$ cat src/rtl/fpu_pkg.sv
// Shared definitions for the FP issue arbiter: sign-inject FUNC codes, arbiter states,
// and the single-cycle FUNC classifier.
package fpu_pkg;

    localparam logic [31:0] FSGNJ  = 32'd11;
    localparam logic [31:0] FSGNJN = 32'd12;
    localparam logic [31:0] FSGNJX = 32'd13;

    typedef enum logic [1:0] {
        ST_IDLE = 2'd0,
        ST_EXEC = 2'd1,
        ST_WAIT = 2'd2,
        ST_RESP = 2'd3
    } arb_state_t;

    // Sign-inject ops finish combinationally inside the FP unit.
    function automatic logic is_single_cycle(input logic [31:0] func);
        return (func == FSGNJ) || (func == FSGNJN) || (func == FSGNJX);
    endfunction

endpackage

$ cat src/rtl/rr_arb2.sv
// Two-input round-robin arbiter; combinational one-hot grant while enabled.
// On contention the requester that did not win last time is chosen.
module rr_arb2 (
    input  logic       i_clk,
    input  logic       i_rst,
    input  logic [1:0] i_req,
    input  logic       i_en,
    output logic [1:0] o_grant
);

    logic r_last;

    always_comb begin
        o_grant = 2'b00;
        if (i_en) begin
            case (i_req)
                2'b01:   o_grant = 2'b01;
                2'b10:   o_grant = 2'b10;
                2'b11:   o_grant = r_last ? 2'b01 : 2'b10;
                default: o_grant = 2'b00;
            endcase
        end
    end

    // Reset to 1 so requester 0 wins the first contended grant.
    always_ff @(posedge i_clk) begin
        if (i_rst) begin
            r_last <= 1'b1;
        end else if (|o_grant) begin
            r_last <= o_grant[1];
        end
    end

endmodule

$ cat src/rtl/fpu_issue_arbiter.sv
// Shares one FP execution unit between two requesters: grant, latch operands, pulse start,
// collect the result (single-cycle FUNCs in the issue cycle, others on DONE or timeout).
module fpu_issue_arbiter
    import fpu_pkg::*;
#(
    parameter int DATA_W      = 32,
    parameter int FUNC_W      = 4,
    parameter int TIMEOUT_CYC = 64
) (
    input  logic              i_clk,
    input  logic              i_rst,
    input  logic              i_req0_valid,
    output logic              o_req0_ready,
    input  logic [DATA_W-1:0] i_req0_op_a,
    input  logic [DATA_W-1:0] i_req0_op_b,
    input  logic [FUNC_W-1:0] i_req0_func,
    input  logic              i_req1_valid,
    output logic              o_req1_ready,
    input  logic [DATA_W-1:0] i_req1_op_a,
    input  logic [DATA_W-1:0] i_req1_op_b,
    input  logic [FUNC_W-1:0] i_req1_func,
    output logic              o_fpu_start,
    output logic [DATA_W-1:0] o_fpu_op_a,
    output logic [DATA_W-1:0] o_fpu_op_b,
    output logic [FUNC_W-1:0] o_fpu_func,
    input  logic              i_fpu_done,
    input  logic [DATA_W-1:0] i_fpu_result,
    output logic              o_rsp0_valid,
    output logic              o_rsp1_valid,
    output logic [DATA_W-1:0] o_rsp_data,
    output logic              o_rsp_err,
    output logic              o_busy
);

    localparam int CNT_W = (TIMEOUT_CYC > 1) ? $clog2(TIMEOUT_CYC) : 1;

    arb_state_t        r_state;
    logic              r_owner;
    logic [DATA_W-1:0] r_op_a;
    logic [DATA_W-1:0] r_op_b;
    logic [FUNC_W-1:0] r_func;
    logic [DATA_W-1:0] r_rsp_data;
    logic              r_start;
    logic              r_rsp0;
    logic              r_rsp1;
    logic              r_err;
    logic              r_busy;
    logic [CNT_W-1:0]  r_cnt;

    logic [1:0]        w_grant;
    logic              w_arb_en;
    logic              w_single;
    logic              w_timeout;

    assign w_arb_en  = (r_state == ST_IDLE);
    assign w_single  = is_single_cycle(32'(r_func));
    assign w_timeout = (r_cnt == CNT_W'(TIMEOUT_CYC - 1));

    rr_arb2 u_rr_arb2 (
        .i_clk   (i_clk),
        .i_rst   (i_rst),
        .i_req   ({i_req1_valid, i_req0_valid}),
        .i_en    (w_arb_en),
        .o_grant (w_grant)
    );

    assign o_req0_ready = w_grant[0];
    assign o_req1_ready = w_grant[1];
    assign o_fpu_start  = r_start;
    assign o_fpu_op_a   = r_op_a;
    assign o_fpu_op_b   = r_op_b;
    assign o_fpu_func   = r_func;
    assign o_rsp0_valid = r_rsp0;
    assign o_rsp1_valid = r_rsp1;
    assign o_rsp_data   = r_rsp_data;
    assign o_rsp_err    = r_err;
    assign o_busy       = r_busy;

    always_ff @(posedge i_clk) begin
        if (i_rst) begin
            r_state    <= ST_IDLE;
            r_owner    <= 1'b0;
            r_op_a     <= '0;
            r_op_b     <= '0;
            r_func     <= '0;
            r_rsp_data <= '0;
            r_start    <= 1'b0;
            r_rsp0     <= 1'b0;
            r_rsp1     <= 1'b0;
            r_err      <= 1'b0;
            r_busy     <= 1'b0;
            r_cnt      <= '0;
        end else begin
            r_start <= 1'b0;
            r_rsp0  <= 1'b0;
            r_rsp1  <= 1'b0;
            r_err   <= 1'b0;
            case (r_state)
                ST_IDLE: begin
                    if (|w_grant) begin
                        r_owner <= w_grant[1];
                        r_op_a  <= w_grant[1] ? i_req1_op_a : i_req0_op_a;
                        r_op_b  <= w_grant[1] ? i_req1_op_b : i_req0_op_b;
                        r_func  <= w_grant[1] ? i_req1_func : i_req0_func;
                        r_start <= 1'b1;
                        r_busy  <= 1'b1;
                        r_state <= ST_EXEC;
                    end
                end
                ST_EXEC: begin
                    r_cnt <= '0;
                    if (w_single || i_fpu_done) begin
                        r_rsp_data <= i_fpu_result;
                        r_rsp0     <= ~r_owner;
                        r_rsp1     <= r_owner;
                        r_state    <= ST_RESP;
                    end else begin
                        r_state <= ST_WAIT;
                    end
                end
                ST_WAIT: begin
                    r_cnt <= r_cnt + CNT_W'(1);
                    // DONE is checked first so it wins over a coincident timeout.
                    if (i_fpu_done) begin
                        r_rsp_data <= i_fpu_result;
                        r_rsp0     <= ~r_owner;
                        r_rsp1     <= r_owner;
                        r_state    <= ST_RESP;
                    end else if (w_timeout) begin
                        r_rsp_data <= '0;
                        r_err      <= 1'b1;
                        r_rsp0     <= ~r_owner;
                        r_rsp1     <= r_owner;
                        r_state    <= ST_RESP;
                    end
                end
                ST_RESP: begin
                    r_busy  <= 1'b0;
                    r_state <= ST_IDLE;
                end
                default: begin
                    r_busy  <= 1'b0;
                    r_state <= ST_IDLE;
                end
            endcase
        end
    end

endmodule

$ cat config.mk
export PLATFORM = sky130hd
export DESIGN_NAME = fpu_issue_arbiter
export DESIGN_NICKNAME = d
export VERILOG_FILES = /design/src/rtl/fpu_pkg.sv /design/src/rtl/rr_arb2.sv /design/src/rtl/fpu_issue_arbiter.sv
export SDC_FILE = /design/constraint.sdc
export NUM_CORES = 1
export LEC_CHECK = 0
export CAP_MARGIN = 10
export CORE_ASPECT_RATIO = 1.75
export CORE_MARGIN = 8
export CORE_UTILIZATION = 38
export CTS_CLUSTER_DIAMETER = 120
export DETAILED_ROUTE_END_ITERATION = 8
export GPL_TIMING_DRIVEN = 0
export PLACE_DENSITY = 0.79
export SETUP_SLACK_MARGIN = 0.1
export SLEW_MARGIN = 15
export SYNTH_ARGS = -nofsm -noshare
export SYNTH_HDL_FRONTEND = slang
export SYNTH_SLANG_ARGS = --single-unit
$ cat constraint.sdc
create_clock -name i_clk -period 5.2 [get_ports i_clk]
set_input_delay 0.52 -clock i_clk [delete_from_list [all_inputs] [get_ports i_clk]]
set_output_delay 0.52 -clock i_clk [all_outputs]
set_load 0.02 [all_outputs]
### Word level (Yosys, flattened, before mapping)

Cells that the tools add are included.

* output and inout port bits: 107
* register bits after elaboration: 115
* bits of input ports: 173
* word-level logic and storage cells: 71

* equal/unequal tests: 13
* bitwise logic cells: 3
* add/sub/neg operators: 1
* reduce and logical (&&, ||, !) cells: 13
* muxes and demuxes: 28

Operator list (number)
* two-way mux 32 bit: 5
* case mux 32 bit (2 select lines): 1
* == test 4 bit (second input constant): 3
* case mux 6 bit (2 select lines): 1
* two-way mux 1 bit: 10
* two-way mux 2 bit: 5
* == test 2 bit (second input constant): 4
* case mux 2 bit (4 select lines): 1
* adder 6 x 1 -> 6 bit (second input constant): 1
* == test 6 bit (second input constant): 1
* case mux 1 bit (2 select lines): 3
* case mux 2 bit (3 select lines): 1
* AND reduction 2 bit: 3
* == test 2 x 1 -> 1 bit (second input constant): 2
* two-way mux 4 bit: 1
* != test 2 bit (second input constant): 2
* nonzero test 2 bit: 2
* OR reduction 2 bit: 2
* logical OR 1 bit: 3
* != test 3 bit (second input constant): 1
* inverter 1 bit: 3
* AND reduction 3 bit: 1
* OR reduction 3 bit: 1
* zero test 2 bit: 1

### Depth between registers and ports, before layout

Gate-level depths: netlist of the first run.

* depth in word-level cells: 6
* gate-level depth with buffers: 7
* depth with buffers taken out: 6

### Hierarchy

Synthesis of the first run repeated with hierarchy kept, for this count alone.

* cell total of the unflattened synthesis: 462
* area, all modules: 4728.3 um2

Modules (own cells, without submodules)
* fpu_issue_arbiter: cells an instance 454, instances 1, area an instance 4669.5 um2, sequential area each 2282.2 um2
* rr_arb2: cells an instance 8, instances 1, area an instance 58.8 um2, sequential area each 20.0 um2

### Worst setup path after synthesis of the first run

OpenSTA, ideal clock, no wires.

* path kind: register to output
* start: reg r_state[0]
* end: out o_req1_ready
* stages on the path, launching flop included: 7
* path buffers: 2
* setup slack: 3.451 ns
* required time: 4.680 ns
* arrival: 1.229 ns
* cells stage by stage: dfxtp_1 > inv_1 > ha_1 > nand3_1 > buf_2 > buf_4 > inv_1

* cells in the longest elaborated chain, start to end: 2

Ends and longest elaborated chain
* start, declared: line fpu_issue_arbiter.sv:37 `arb_state_t r_state;`
* start signal, assigned: line fpu_issue_arbiter.sv:81 `r_state <= ST_IDLE;`
* start signal, assigned: line fpu_issue_arbiter.sv:107 `r_state <= ST_EXEC;`
* start signal, assigned: line fpu_issue_arbiter.sv:116 `r_state <= ST_RESP;`
* zero test 2 bit: line fpu_issue_arbiter.sv:55 `assign w_arb_en = (r_state == ST_IDLE);`
* two-way mux 2 bit: line rr_arb2.sv:15 `if (i_en) begin`
* end, declared: line fpu_issue_arbiter.sv:18 `output logic o_req1_ready,`

Every way passes these cells.

### Worst setup path after layout of the first run

Ends and elaborated chain as after synthesis.

==> results.txt, run 1 <==
* Die Area: 16500 um^2
- Critical Path Start: r_state[0]
- In this run the cell area of the synthesized design comes to 4760 um^2.
- Worst slack at placement: ~2.4 ns
- Die Wd: 101 um
- Max Clock Skew: between 0.007 and 0.008 ns
- The first global-routing pass estimated 26600 um of wire.
- Average cell area after synthesis: between 10 and 15 um^2
* Time the worst path needs with I/O delays and setup: 2.93 ns
- Detailed placement finished with a half-perimeter wire length of 14300 um.
- Setup repair after global routing left no endpoint under its margin.
* GR Layer Usage met1: between 20% and 30%
- Count of hold buffers inserted by post-cts repair: 0
* Nature of the critical path startpoint: flop
* Most repeated library cell on the critical path: inv_1
- Count of unique library cells instantiated by Yosys: 39
- Summed over all cells, the static leakage comes to 3.49 nW.
- The tool flagged a number of max-cap violations equal to 0.
* Maximum number of pins on one net before global-route repair: 17
- Clock tree synthesis selected as its root buffer the cell clkbuf_16.
- The worst hold path terminates at o_rsp_data[12].
- Cells resized by post-CTS repair: 0
- The detail route stage leaves a number of antenna-violating nets equal to 0.
- Final Non-Filler Cells: 942
* Top cell family by delay on the critical path: buffers and inverters
- Hold_sp: o_rsp_data[12]
- After clock tree synthesis, the clock-pin slew on the worst setup and hold paths is 0.05 ns.
- For this block, the via count after detailed routing is 4739.
- In this run the deepest clock path goes through 2 buffers.
- Share of synthesized flip-flops with an asynchronous set or reset: 0%
* Hold path depth: 1
- Slack of the critical path: 2.27 ns
- The worst hold path belongs to the class reg2reg.
* Power Density: about 570 nW/um^2
- The number of hold violations in the final report is 0.
* Number of vias per cell: 5.03
- Across all hold checks on the routed design, the worst slack comes to 0.470 ns.
- At the worst endpoint, the required time is 4.68 ns.
- Critical path, cell by cell: inv_1 > ha_1 > nand3_1 > buf_2 > buf_4 > inv_1 > clkdlybuf4s50_1
* Worst Reg2Reg Path Length in Cells: 7
* Fmax: 0.341 GHz
- Area growth syn-to-layout: 74.8%
* Number of clock sinks: ~120
- Top cell type by total area after synthesis: dfxtp_1
- CTS tree: yes
- Number of synthesized flops with an enable pin: 0
- For this run, the slowest stage of the critical path takes ~0.54 ns.
- Via count of the first global-routing pass: 5070
- Cells fill 67.3% of the core in the end.
- Slew Limit Headroom: 50.0%
- At the later pin of the worst-skew pair, clock insertion delay measures about 0.4 ns.
- Summing the sequential cell areas from Yosys gives 48.4% of the chip area.
- Instance count of the mapped netlist: 466
- Critical path data arrival time: 2.41 ns
- The largest individual stage delay along the critical path comes from the cell clkdlybuf4s50_1.
- H-Tree Level Count: 4
- Yosys printed 0 warnings.
- Synth top area share: roughly half
- TritonCTS created 17 clock buffers.
* Fraction of final layout cells sized beyond drive strength 1: 9.43%
- Class of the most critical setup path: reg2out
- Ranked by total cell area, the synthesized netlist is headed by dfxtp_1 (48%), mux2i_1 (14%), a211oi_1 (11%).
* Worst reg-to-reg setup slack: 3.20 ns
- Starting Density: 38.5%
* Final-layout fill cell count: 999
* Fraction of met2 tracks used by global routing: 38.9%
- CP Max Fanout: 10
* Worst r2r dst: o_fpu_op_b[1]
- Among all flip-flop cells after synthesis, the most frequent one is dfxtp_1.
* Total of endpoints with negative setup slack in the final report: 0
- In this run the tool buffered the top-level ports with between 200 and 300 buffer cells.
* Pre-Repair DR Iteration Count: 4
- Crit path capture type: primary output
* Number of antenna violations at the first check in global routing: 0
- At the pin with the least slew margin, the transition time is 0.749 ns.
- After routing, the total negative slack on setup checks comes to 0 ns.
- The layer flagged by global routing as most heavily used is met2.
- Among all cell types in the netlist, the one instantiated most often is dfxtp_1.
- GRT Resource Usage Total: 20.9%
* Core outline area: 12400 um^2
* Die height: roughly 160 um
- The flow ran to the end, and the final reports show no timing, DRC or antenna violations.
* Number of setup buffers added after CTS: 0
- At the end of the flow, the number of nets in the layout was 942.
- Post-route DRC violation count: 0
- Share of the clock period used by the worst path: between 50 and 60%
- M3 GR Usage: 7.26%
* Avg WL per Cell: around 19 um
* Iteration-0 DRC count of the detailed router: 113
- Total Routed Length: 17500 um
- Gp weighted congestion: between 0.8 and 0.9
* Number of nets in the synthesized netlist: between 600 and 700
* Synthesized flop and latch total: 115
- Area after DPL: 7750 um^2
- Sorting the synthesized cells by how often they occur yields dfxtp_1 (115), nor2_1 (76), a211oi_1 (68), mux2i_1 (68), a22o_2 (18).
* Row count: 54
- Launch instance of the worst register-to-register path: r_state[0]
- Once layout is done, the placed cells without fillers occupy 8320 um^2.
* Total count of max-transition violations in the final report: 0
* Number of cells after detailed placement: 912
* Total power of the final layout: 4.73 mW
* Buffers plus inverters on the worst setup path: 5
- Across the VDD grid, the largest voltage drop is between 0.2 and 0.3 mV.
* Total I/O pin count: 280
- 0 antenna diodes ended up in the layout.
- For this run the aggregate overflow at the end of global routing stands at 0.
## sequential cells by signal, indices dropped and copies added (netlist names), 2 cells and up
register    flops
o_fpu_func      4
o_fpu_op_a     32
o_fpu_op_b     32
o_rsp_data     32
r_cnt           6
r_state         2
## worst reg2reg max path, delay by kind of cell (launching register included)
family          cells  cell delay [ns]
buf+inv             3             0.85
compound gates      2             0.37
flops               1             0.35
fa+ha+maj           1             0.26
simple gates        1             0.08
## how the worst max path moves through the flow
stage	end	slack [ns]	cells after the start
5_1_grt	o_req1_ready	2.09	7
2_1_floorplan	o_req1_ready	3.45	6
3_5_place_dp	o_req1_ready	2.36	7
4_1_cts	o_req1_ready	2.25	7
3_3_place_gp	o_req1_ready	2.38	7
6_report	o_req1_ready	2.27	7
## metal layers
| metal | wire length (um) | part of all wire, % |
|---|---|---|
| met5 | 0 | 0 |
| met4 | 321 | 1.8 |
| met3 | 1450 | 8.3 |
| met2 | 9430 | 54 |
| met1 | 6280 | 36 |
## area by class of cell
class / instances / area, um^2 / share of cell area, %
Timing Repair Buffer: 278 / 2780 / 33.5
Sequential cell: 115 / 2300 / 27.7
Buffer: 39 / 208 / 2.50
Clock inverter: 10 / 110 / 1.32
Clock buffer: 20 / 457 / 5.49
Multi-Input combinational cell: 306 / 2230 / 26.8
Tap cell: 168 / 210 / 2.53
Inverter: 6 / 22.5 / 0.271
## where the power goes
part / switching [mW] / leakage, nW / internal, mW
sequential: 0.172 / 0.949 / 1.20
combinational: 1.20 / 2.27 / 1.05
clock: 0.390 / 0.270 / 0.720
## cell usage in the layout, fill, tap and decap left out, drive strengths merged, types with 2 or more instances in the layout
master / n
clkinv: 4
buf: 22
a211oi: 68
o21ai: 5
clkbuf: 37
clkinvlp: 4
a21oi: 9
xor2: 3
nor2: 76
a22o: 32
a21o: 3
nand3: 5
inv: 6
nand2b: 5
and3: 2
ha: 6
nand4: 2
dfxtp: 115
clkdlybuf4s50: 278
mux2i: 68
bufinv: 2
nand3b: 2
nand2: 6
## logic make-up (layout without fill, tap and decap cells)
family / after synthesis / count (layout) / share of synthesized area [%]
XOR/XNOR: 3 / 3 / 0.552
AO/OA/AOI/OAI: 121 / 121 / 20.0
AND/OR/NAND/NOR: 108 / 108 / 10.3
flip-flops: 115 / 115 / 48.4
multiplexers: 68 / 68 / 14.3
adder cells (fa/ha/maj): 6 / 6 / 1.58
buffers and inverters: 45 / 353 / 4.84
Note: power is estimated with default switching activity, not from simulation.
==> run 2, diff against run 1 <==
- CORE_UTILIZATION: 38 -> 34
- PLACE_DENSITY: 0.79 -> 0.74
- clock period: 5.2 -> 2.6 ns (I/O delays scaled with it)
==> run 2 against run 1 <==
Non-clock buffer count is the same. Sequential share of layout area fell by 0.17 points. Routed wire length up 2.1%. Clock power grew 110%. Combinational power increased by 100%. Setup slack worse by 2.1 ns. Clock skew rose by 0.0048 ns. Total power up 100%. Critical endpoint unchanged. Largest cell class unchanged. Largest power group unchanged.
==> results.txt, run 2 (synthesis results as in run 1) <==
* CTS Root Cell: clkbuf_16 (unchanged)
- The path length in cells of the critical path came to 7 (unchanged).
* Pre-Repair DR Iteration Count: 5 (was 4)
- First-pass GRT wire length: 26600 um (about the same)
- Total of max-cap violations: 0 (unchanged)
- The largest stage delay on the critical path was 0.43 ns (was 0.54 ns).
* Actual transition at the worst max-transition pin: 0.747 ns (was 0.749 ns)
- The maximum level of the CTS H-tree was 4 (unchanged).
- The fraction of layout instances using a drive strength above 1 came to 9.42% (was 9.43%).
- Clock transition time at the flip-flop clock pins of the worst setup and hold paths: 0.05 ns (about the same)
- Via count of the first global-routing pass: 5057 (was 5070)
* Final nets: 942 (unchanged)
* Slew Limit Headroom: 50.2% (was 50.0%)
- Hold/Removal Path Class: in2reg (was reg2reg)
- The number of antenna violations at the first check in global routing is 1 (was 0).
- Total number of vias: 4732 (was 4739)
- The number of top-level pins was 280 (unchanged).
* Count of buffers from port buffering: 278 (unchanged)
- The number of DRC markers in iteration 0 came to 98 (was 113).
* Time the worst path needs with I/O delays and setup: 2.39 ns
- Die height: 172 um (was 164 um)
- Total of endpoints with negative setup slack in the final report: 0 (unchanged)
- Share of the clock period used by the worst path: 92.1%
- The number of buffers between clock root and the deepest sink was 2 (unchanged).
* HPWL after DPL: 14500 um (was 14300 um)
- The reg-to-reg setup timing slack came to 0.59 ns (was 3.20 ns).
* Gp weighted congestion: 0.773 (was 0.812)
* Post-route DRC violation count: 0 (unchanged)
- Area of the multi-input gates: 2230 um^2 (unchanged)
- P_leak: 3.53 nW (was 3.49 nW)
- The number of max-slew violations in the final report came to 0 (unchanged).
- Maximum number of pins on one net before global-route repair: 17 (unchanged)
- The count of buffer and inverter cells on the critical path was 5 (unchanged).
* Die Area: 18200 um^2 (was 16500 um^2)
- The clock network latency to the later pin of the worst-skew pair is 0.41 ns (was 0.40 ns).
- Number of clock sinks: 115 (unchanged)
- Crit path capture type: primary output (unchanged)
- Top cell family by delay on the critical path: buffers and inverters (unchanged)
- Top library cells by usage in the layout, fill and taps aside: clkdlybuf4s50_1 (276), dfxtp_1 (115), nor2_1 (76), mux2i_1 (68), a211oi_1 (68) (was clkdlybuf4s50_1 (278), dfxtp_1 (115), nor2_1 (76), mux2i_1 (68), a211oi_1 (68))
- The floorplan row count was 57 (was 54).
- Grt total ovfl: 0 (unchanged)
- The number of antenna diodes was 0 (unchanged).
- Hold path depth: 2 (was 1)
- Total power of the final layout: 9.62 mW (was 4.73 mW)
- Fmax: 0.418 GHz
- The required time of the critical path came to 2.34 ns (was 4.68 ns).
- Number of nets with antenna violations after detailed routing: 0 (unchanged)
- The overall routing resource usage was 18.9% (was 20.9%).
- Critical path, cell by cell: inv_1 > ha_1 > nand3_1 > buf_4 > buf_4 > inv_1 > dlygate4sd2_1 (was inv_1 > ha_1 > nand3_1 > buf_2 > buf_4 > inv_1 > clkdlybuf4s50_1)
- The most common cell after layout, fill and taps aside was clkdlybuf4s50_1 (unchanged).
- Die Wd: 105 um (was 101 um)
- Critical path data arrival time: 2.13 ns (was 2.41 ns)
- The share of the core filled with cells came to 60.8% (was 67.3%).
* Nature of the critical path startpoint: flop (unchanged)
- The number of hold violations in the final report is 0 (unchanged).
* CTS tree: yes (unchanged)
* Area growth syn-to-layout: 75.9% (was 74.8%)
- Maximum vdd ir drop: 0.583 mV (was 0.262 mV)
* Core outline area: 13800 um^2 (was 12400 um^2)
- Number of vias per cell: 4.97 (was 5.03)
- The type of the worst setup path was reg2out (unchanged).
* Max Clock Skew: 0.0123 ns (was 0.00755 ns)
- The power density over the cells is 1150 nW/um^2 (was 568 nW/um^2).
* Avg WL per Cell: 18.7 um (was 18.6 um)
- Final-layout fill cell count: 1175 (was 999)
* Worst Reg2Reg Path Length in Cells: 7 (unchanged)
- Run status: completed (unchanged).
- Critical-path top delay cell: dfxtp_1 (was clkdlybuf4s50_1)
- The total wire length after detailed routing came to 17800 um (was 17500 um).
* Count of hold buffers inserted by post-cts repair: 0 (unchanged)
* Starting Density: 34.6% (was 38.5%)
* Total area of sequential cells: 2300 um^2 (unchanged)
- RSZ-0062 raised after global routing: no (unchanged)
* Clock buffer count from CTS: 17 (unchanged)
* TNS Setup: 0 ns (unchanged)
* CP Max Fanout: 10 (unchanged)
==> run 2: report_power, final <==
| part | internal [mW] | switching (mW) | total (mW) |
|---|---|---|---|
| registers | 2.39 | 0.350 | 2.74 |
| clock network | 1.57 | 0.782 | 2.35 |
| logic | 2.10 | 2.42 | 4.52 |
==> run 2: final timing paths <==
kind              startpoint        endpoint
min reg2reg   o_rsp_data[19]  o_rsp_data[19]
min          i_fpu_result[9]   o_rsp_data[9]
max reg2reg       r_state[0]   o_fpu_op_b[1]
max               r_state[0]    o_req1_ready
==> run 2: per-layer routing <==
| layer | up-vias | routed length (um) | part of all wire, % | global-route usage [%] |
|---|---|---|---|---|
| met5 | - | 12 | 0.067 | 0 |
| met4 | 2 | 495 | 2.8 | 8.99 |
| met3 | 27 | 1350 | 7.6 | 6.31 |
| met2 | 204 | 9800 | 55 | 36.1 |
| met1 | 2209 | 6180 | 35 | 17.4 |
| li1 | 2290 | - | - | - |
==> run 2: layout make-up <==
class	count	share of cell area [%]
Inverter	6	0.269
Tap cell	177	2.65
Multi-Input combinational cell	306	26.6
Clock inverter	9	1.54
Sequential cell	115	27.5
Timing Repair Buffer	278	33.3
Clock buffer	22	5.67
Buffer	39	2.51
==> run 2: repair_timing <==
action	4_1_cts	5_1_grt
setup buffers	0	0
endpoints found under the setup margin	1	1
resized for setup	2	1
==> run 2: metrics by stage <==
step / area [um^2] / setup slack (ns) / hold WS [ns] / instances
after floorplan: 4760 / 0.944 / 0.393 / 466
after global placement: 7760 / 0.312 / 0.452 / 921
after detailed placement: 7760 / 0.284 / 0.455 / 921
after CTS: 8370 / 0.136 / 0.443 / 952
after global routing: 8370 / 0.104 / 0.457 / 952
final: 8370 / 0.206 / 0.453 / 952
==> RTL change 1, RTL diff (settings of run 2) <==
Register the output `o_rsp_err` once more, with the module's reset; this adds one clock of latency there. The other outputs are not delayed to match.
--- a/src/rtl/fpu_issue_arbiter.sv
+++ b/src/rtl/fpu_issue_arbiter.sv
@@ -73,7 +73,13 @@
     assign o_rsp0_valid = r_rsp0;
     assign o_rsp1_valid = r_rsp1;
     assign o_rsp_data   = r_rsp_data;
-    assign o_rsp_err    = r_err;
+    always_ff @(posedge i_clk) begin
+        if (i_rst) begin
+            o_rsp_err <= '0;
+        end else begin
+            o_rsp_err <= r_err;
+        end
+    end
     assign o_busy       = r_busy;
 
     always_ff @(posedge i_clk) begin
Behaviour: same outputs for any inputs over 4 cycles, from zero or initial values and one cycle with i_rst high; that may be too few to reach the edited logic, so the function may still have changed.
==> RTL change 1 against run 2 <==
Synthesized area up 0.55%. Power up 2.2%. Final area up 1.0%. Largest cell class unchanged. Sequential cell count up 1. Setup slack better by 0.10 ns. Combinational power about the same. Wire length up 1.6%.
==> RTL change 1: results (changes against run 2) <==
{
  "met2RoutedLength": {"value": 9520, "unit": "um", "change": "-2.9%"},
  "dr.first_iter.drc_count": {"value": 81, "change": "-17%"},
  "fmax": {"value": 437, "unit": "MHz", "change": "+4.5%"},
  "wl_met1": {"value": 6830, "unit": "um", "change": "+10%"},
  "multiplexer_share_of_the_synthesized_area": {"value": 0.142, "change": "-0.000786"},
  "post-dp-hpwl": {"value": 14600, "unit": "um", "change": "+0.82%"},
  "layout.buffer.nonclock.area_share": {"value": 0.356, "change": "-0.00202"},
  "final_layout_clock_buffer_total": {"value": 19, "change": "-14%"},
  "slew_worst_pin": {"value": 0.617, "unit": "ns", "change": "-0.130 ns"},
  "drive_gt1_frac": {"value": 0.0988, "change": "+0.00465"},
  "ys_top_cells_by_count": "116 x sky130_fd_sc_hd__dfxtp_1, 76 x sky130_fd_sc_hd__nor2_1, 68 x sky130_fd_sc_hd__a211oi_1, 68 x sky130_fd_sc_hd__mux2i_1, 18 x sky130_fd_sc_hd__a22o_2",
  "post_synth_main_area_contributors": "sky130_fd_sc_hd__dfxtp_1 49%, sky130_fd_sc_hd__mux2i_1 14%, sky130_fd_sc_hd__a211oi_1 11%",
  "grt_first_pass_wirelength": {"value": 28200, "unit": "um", "change": "+5.9%"},
  "status": "complete, no violations",
  "seq_area_frac": {"value": 0.275, "change": "-0.000293"},
  "place_worst_setup_slack": {"value": 0.280, "unit": "ns", "change": "-0.00392 ns"},
  "routabilityCongestion": {"value": 0.785, "change": "+1.6%"},
  "area_of_the_multi_input_gates": {"value": 2230, "unit": "sq um", "change": "+0.28%"},
  "synth_seq_cells": {"value": 116, "change": "+0.87%"},
  "area_share_clock_buf_inv": {"value": 0.0766, "change": "+0.00459"},
  "total_wirelength": {"value": 18100, "unit": "um", "change": "+1.6%"},
  "peakVddDrop": {"value": 0.000631, "unit": "V", "change": "+8.2%"},
  "number_of_global_route_vias_before_repair": {"value": 5114, "change": "+1.1%"},
  "finalNetCount": {"value": 945, "change": "+0.32%"},
  "antenna_found_initial": {"value": 0, "change": "-1"},
  "groute.layer.met3.usage": {"value": 0.0737, "change": "+0.0107"},
  "syn_nets": {"value": 647, "change": "+0.31%"},
  "grt_use_total": {"value": 0.195, "change": "+0.00626"},
  "yosysSeqAreaShare": {"value": 0.485, "change": "+0.00153"},
  "met3_wirelength": {"value": 1490, "unit": "um", "change": "+9.8%"},
  "synth-xor-area-share": {"value": 0.00549, "change": "-0.0000303"},
  "min_path_type": "reg -> reg",
  "num-nonclk-buffers": {"value": 318, "change": "+0.32%"},
  "viasPerCell": {"value": 4.93, "change": "-0.90%"},
  "global_route.usage.met2": {"value": 0.354, "change": "-0.00664"}
}
## RTL change 1: repair_timing
| item | 4_1_cts | 5_1_grt |
|---|---|---|
| setup endpoints to repair | 1 | 2 |
| hold buffers | 0 | 0 |
| resized for setup | 3 | 2 |
| endpoints found under the hold margin | 0 | 0 |
## RTL change 1: stage by stage
stage | std cells | instance area, sq um | hold slack [ns] | power, mW
4_1_cts | 956 | 8450 | 0.441 | 9.93
5_1_grt | 956 | 8460 | 0.446 | 10.4
3_3_place_gp | 924 | 7800 | 0.429 | 7.25
2_1_floorplan | 468 | 4780 | 0.393 | 5.25
3_5_place_dp | 924 | 7800 | 0.427 | 7.35
6_report | 956 | 8460 | 0.443 | 9.83
## RTL change 1: worst paths after layout
kind | from | end | cells after the start
setup / recovery | r_state[1] | o_req1_ready | 7
hold / removal | r_err | o_rsp_err | 1
setup reg to reg | r_state[1] | o_fpu_op_b[5] | 7
hold reg to reg | r_err | o_rsp_err | 1
## RTL change 1: power by group
part / total, mW / leakage [nW] / internal (mW) / switching, mW
Combinational: 4.53 / 2.30 / 2.10 / 2.42
Sequential: 2.77 / 0.957 / 2.41 / 0.362
Clock: 2.54 / 0.307 / 1.67 / 0.866
Total: 9.83 / 3.56 / 6.18 / 3.65
## RTL change 1: worst max-delay path, cell delays in order (launching register included)
cell and delay (ns):
sky130_fd_sc_hd__dfxtp_1 0.40, sky130_fd_sc_hd__inv_1 0.12, sky130_fd_sc_hd__ha_1 0.26, sky130_fd_sc_hd__nand3_1 0.10, sky130_fd_sc_hd__buf_4 0.18, sky130_fd_sc_hd__buf_6 0.19
sky130_fd_sc_hd__inv_1 0.05, sky130_fd_sc_hd__dlygate4sd2_1 0.32
==> RTL change 2, RTL diff (config.mk and constraints of run 2) <==
Made on the original files. Change the parameter `TIMEOUT_CYC` from 64 to 128.
--- a/src/rtl/fpu_issue_arbiter.sv
+++ b/src/rtl/fpu_issue_arbiter.sv
@@ -5,7 +5,7 @@
 #(
     parameter int DATA_W      = 32,
     parameter int FUNC_W      = 4,
-    parameter int TIMEOUT_CYC = 64
+    parameter int TIMEOUT_CYC = 128
 ) (
     input  logic              i_clk,
     input  logic              i_rst,
Function: same outputs for any inputs over 4 cycles, from zero or initial values and one cycle with i_rst high; that may be too few to reach the edited logic, so the function may still have changed.
==> RTL change 2 against run 2 <==
Utilization is 0.16 points lower. Non-clock buffer count stayed put. Setup slack better by 0.14 ns. Wire length is 0.50% lower. Power is 0.16% lower. Global-route usage is 0.56 points higher. Synthesized area is 0.89% higher. Combinational power is 0.9% higher. Final area is 0.25% higher. Sequential cell count is 1 higher. Synthesized cell count is 0.86% higher. Largest cell class unchanged.
==> RTL change 2: results (changes against run 2) <==
{
  "antenna_found_initial": {"value": 0, "change": "-1"},
  "met2RoutedLength": {"value": 9710, "unit": "um", "change": "-0.92%"},
  "avgSynthCellArea": {"value": 10.2, "unit": "sq um", "change": "about the same"},
  "wl_met1": {"value": 6050, "unit": "um", "change": "-2.2%"},
  "hold_path_startpoint": "r_owner",
  "yosysSeqAreaShare": {"value": 0.484, "change": "about the same"},
  "grt_first_pass_wirelength": {"value": 28000, "unit": "um", "change": "+5.1%"},
  "cts-resized-gates": {"value": 3, "change": "+1"},
  "synth_cell_type_count": {"value": 42, "change": "+7.7%"},
  "leakage": {"value": 3.55, "unit": "nW", "change": "+0.64%"},
  "routabilityCongestion": {"value": 0.783, "change": "+1.2%"},
  "finalNetCount": {"value": 946, "change": "+0.42%"},
  "highest_metal_used": "met4",
  "peakVddDrop": {"value": 0.000547, "unit": "V", "change": "-6.3%"},
  "post_synth_main_area_contributors": "sky130_fd_sc_hd__dfxtp_1 48%, sky130_fd_sc_hd__mux2i_1 14%, sky130_fd_sc_hd__a211oi_1 11%",
  "rr_endpoint": "o_fpu_op_b[0]",
  "slew_worst_pin": {"value": 0.753, "unit": "ns", "change": "+0.00580 ns"},
  "hold_ws": {"value": 0.449, "unit": "ns", "change": "-0.00439 ns"},
  "timing.reg2reg.setup_slack": {"value": 0.62, "unit": "ns", "change": "+0.03 ns"},
  "post_placement_cell_count": {"value": 925, "change": "+0.43%"},
  "placed_area": {"value": 7800, "unit": "sq um", "change": "+0.55%"},
  "ys_top_cells_by_count": "116 x sky130_fd_sc_hd__dfxtp_1, 75 x sky130_fd_sc_hd__nor2_1, 68 x sky130_fd_sc_hd__a211oi_1, 68 x sky130_fd_sc_hd__mux2i_1, 27 x sky130_fd_sc_hd__a22o_1",
  "status": "complete, no violations",
  "met3_wirelength": {"value": 1400, "unit": "um", "change": "+3.7%"},
  "total_wirelength": {"value": 17800, "unit": "um", "change": "-0.50%"},
  "multiplexer_share_of_the_synthesized_area": {"value": 0.142, "change": "-0.00127"}
}
## RTL change 2: final cells by class
class | instances | area (sq um) | area share
Clock buffer | 22 | 474 | 0.0565
Multi-Input combinational cell | 309 | 2250 | 0.268
Buffer | 39 | 210 | 0.0251
Clock inverter | 10 | 105 | 0.0125
Timing Repair Buffer | 278 | 2780 | 0.332
Inverter | 6 | 22.5 | 0.00268
Tap cell | 177 | 221 | 0.0264
Sequential cell | 116 | 2320 | 0.277
## RTL change 2: where the power goes
| group | switching, mW | leakage (nW) | total, mW | internal [mW] |
|---|---|---|---|---|
| Sequential | 0.354 | 0.957 | 2.76 | 2.41 |
| Clock | 0.803 | 0.285 | 2.28 | 1.47 |
| Combinational | 2.44 | 2.31 | 4.56 | 2.12 |
| Total | 3.60 | 3.55 | 9.60 | 6.01 |
## RTL change 2: per-layer routing
metal  track usage  up-vias
met2         0.361      201
met4        0.0932        0
met5             0        -
li1              -     2317
met3        0.0752       36
met1         0.177     2173
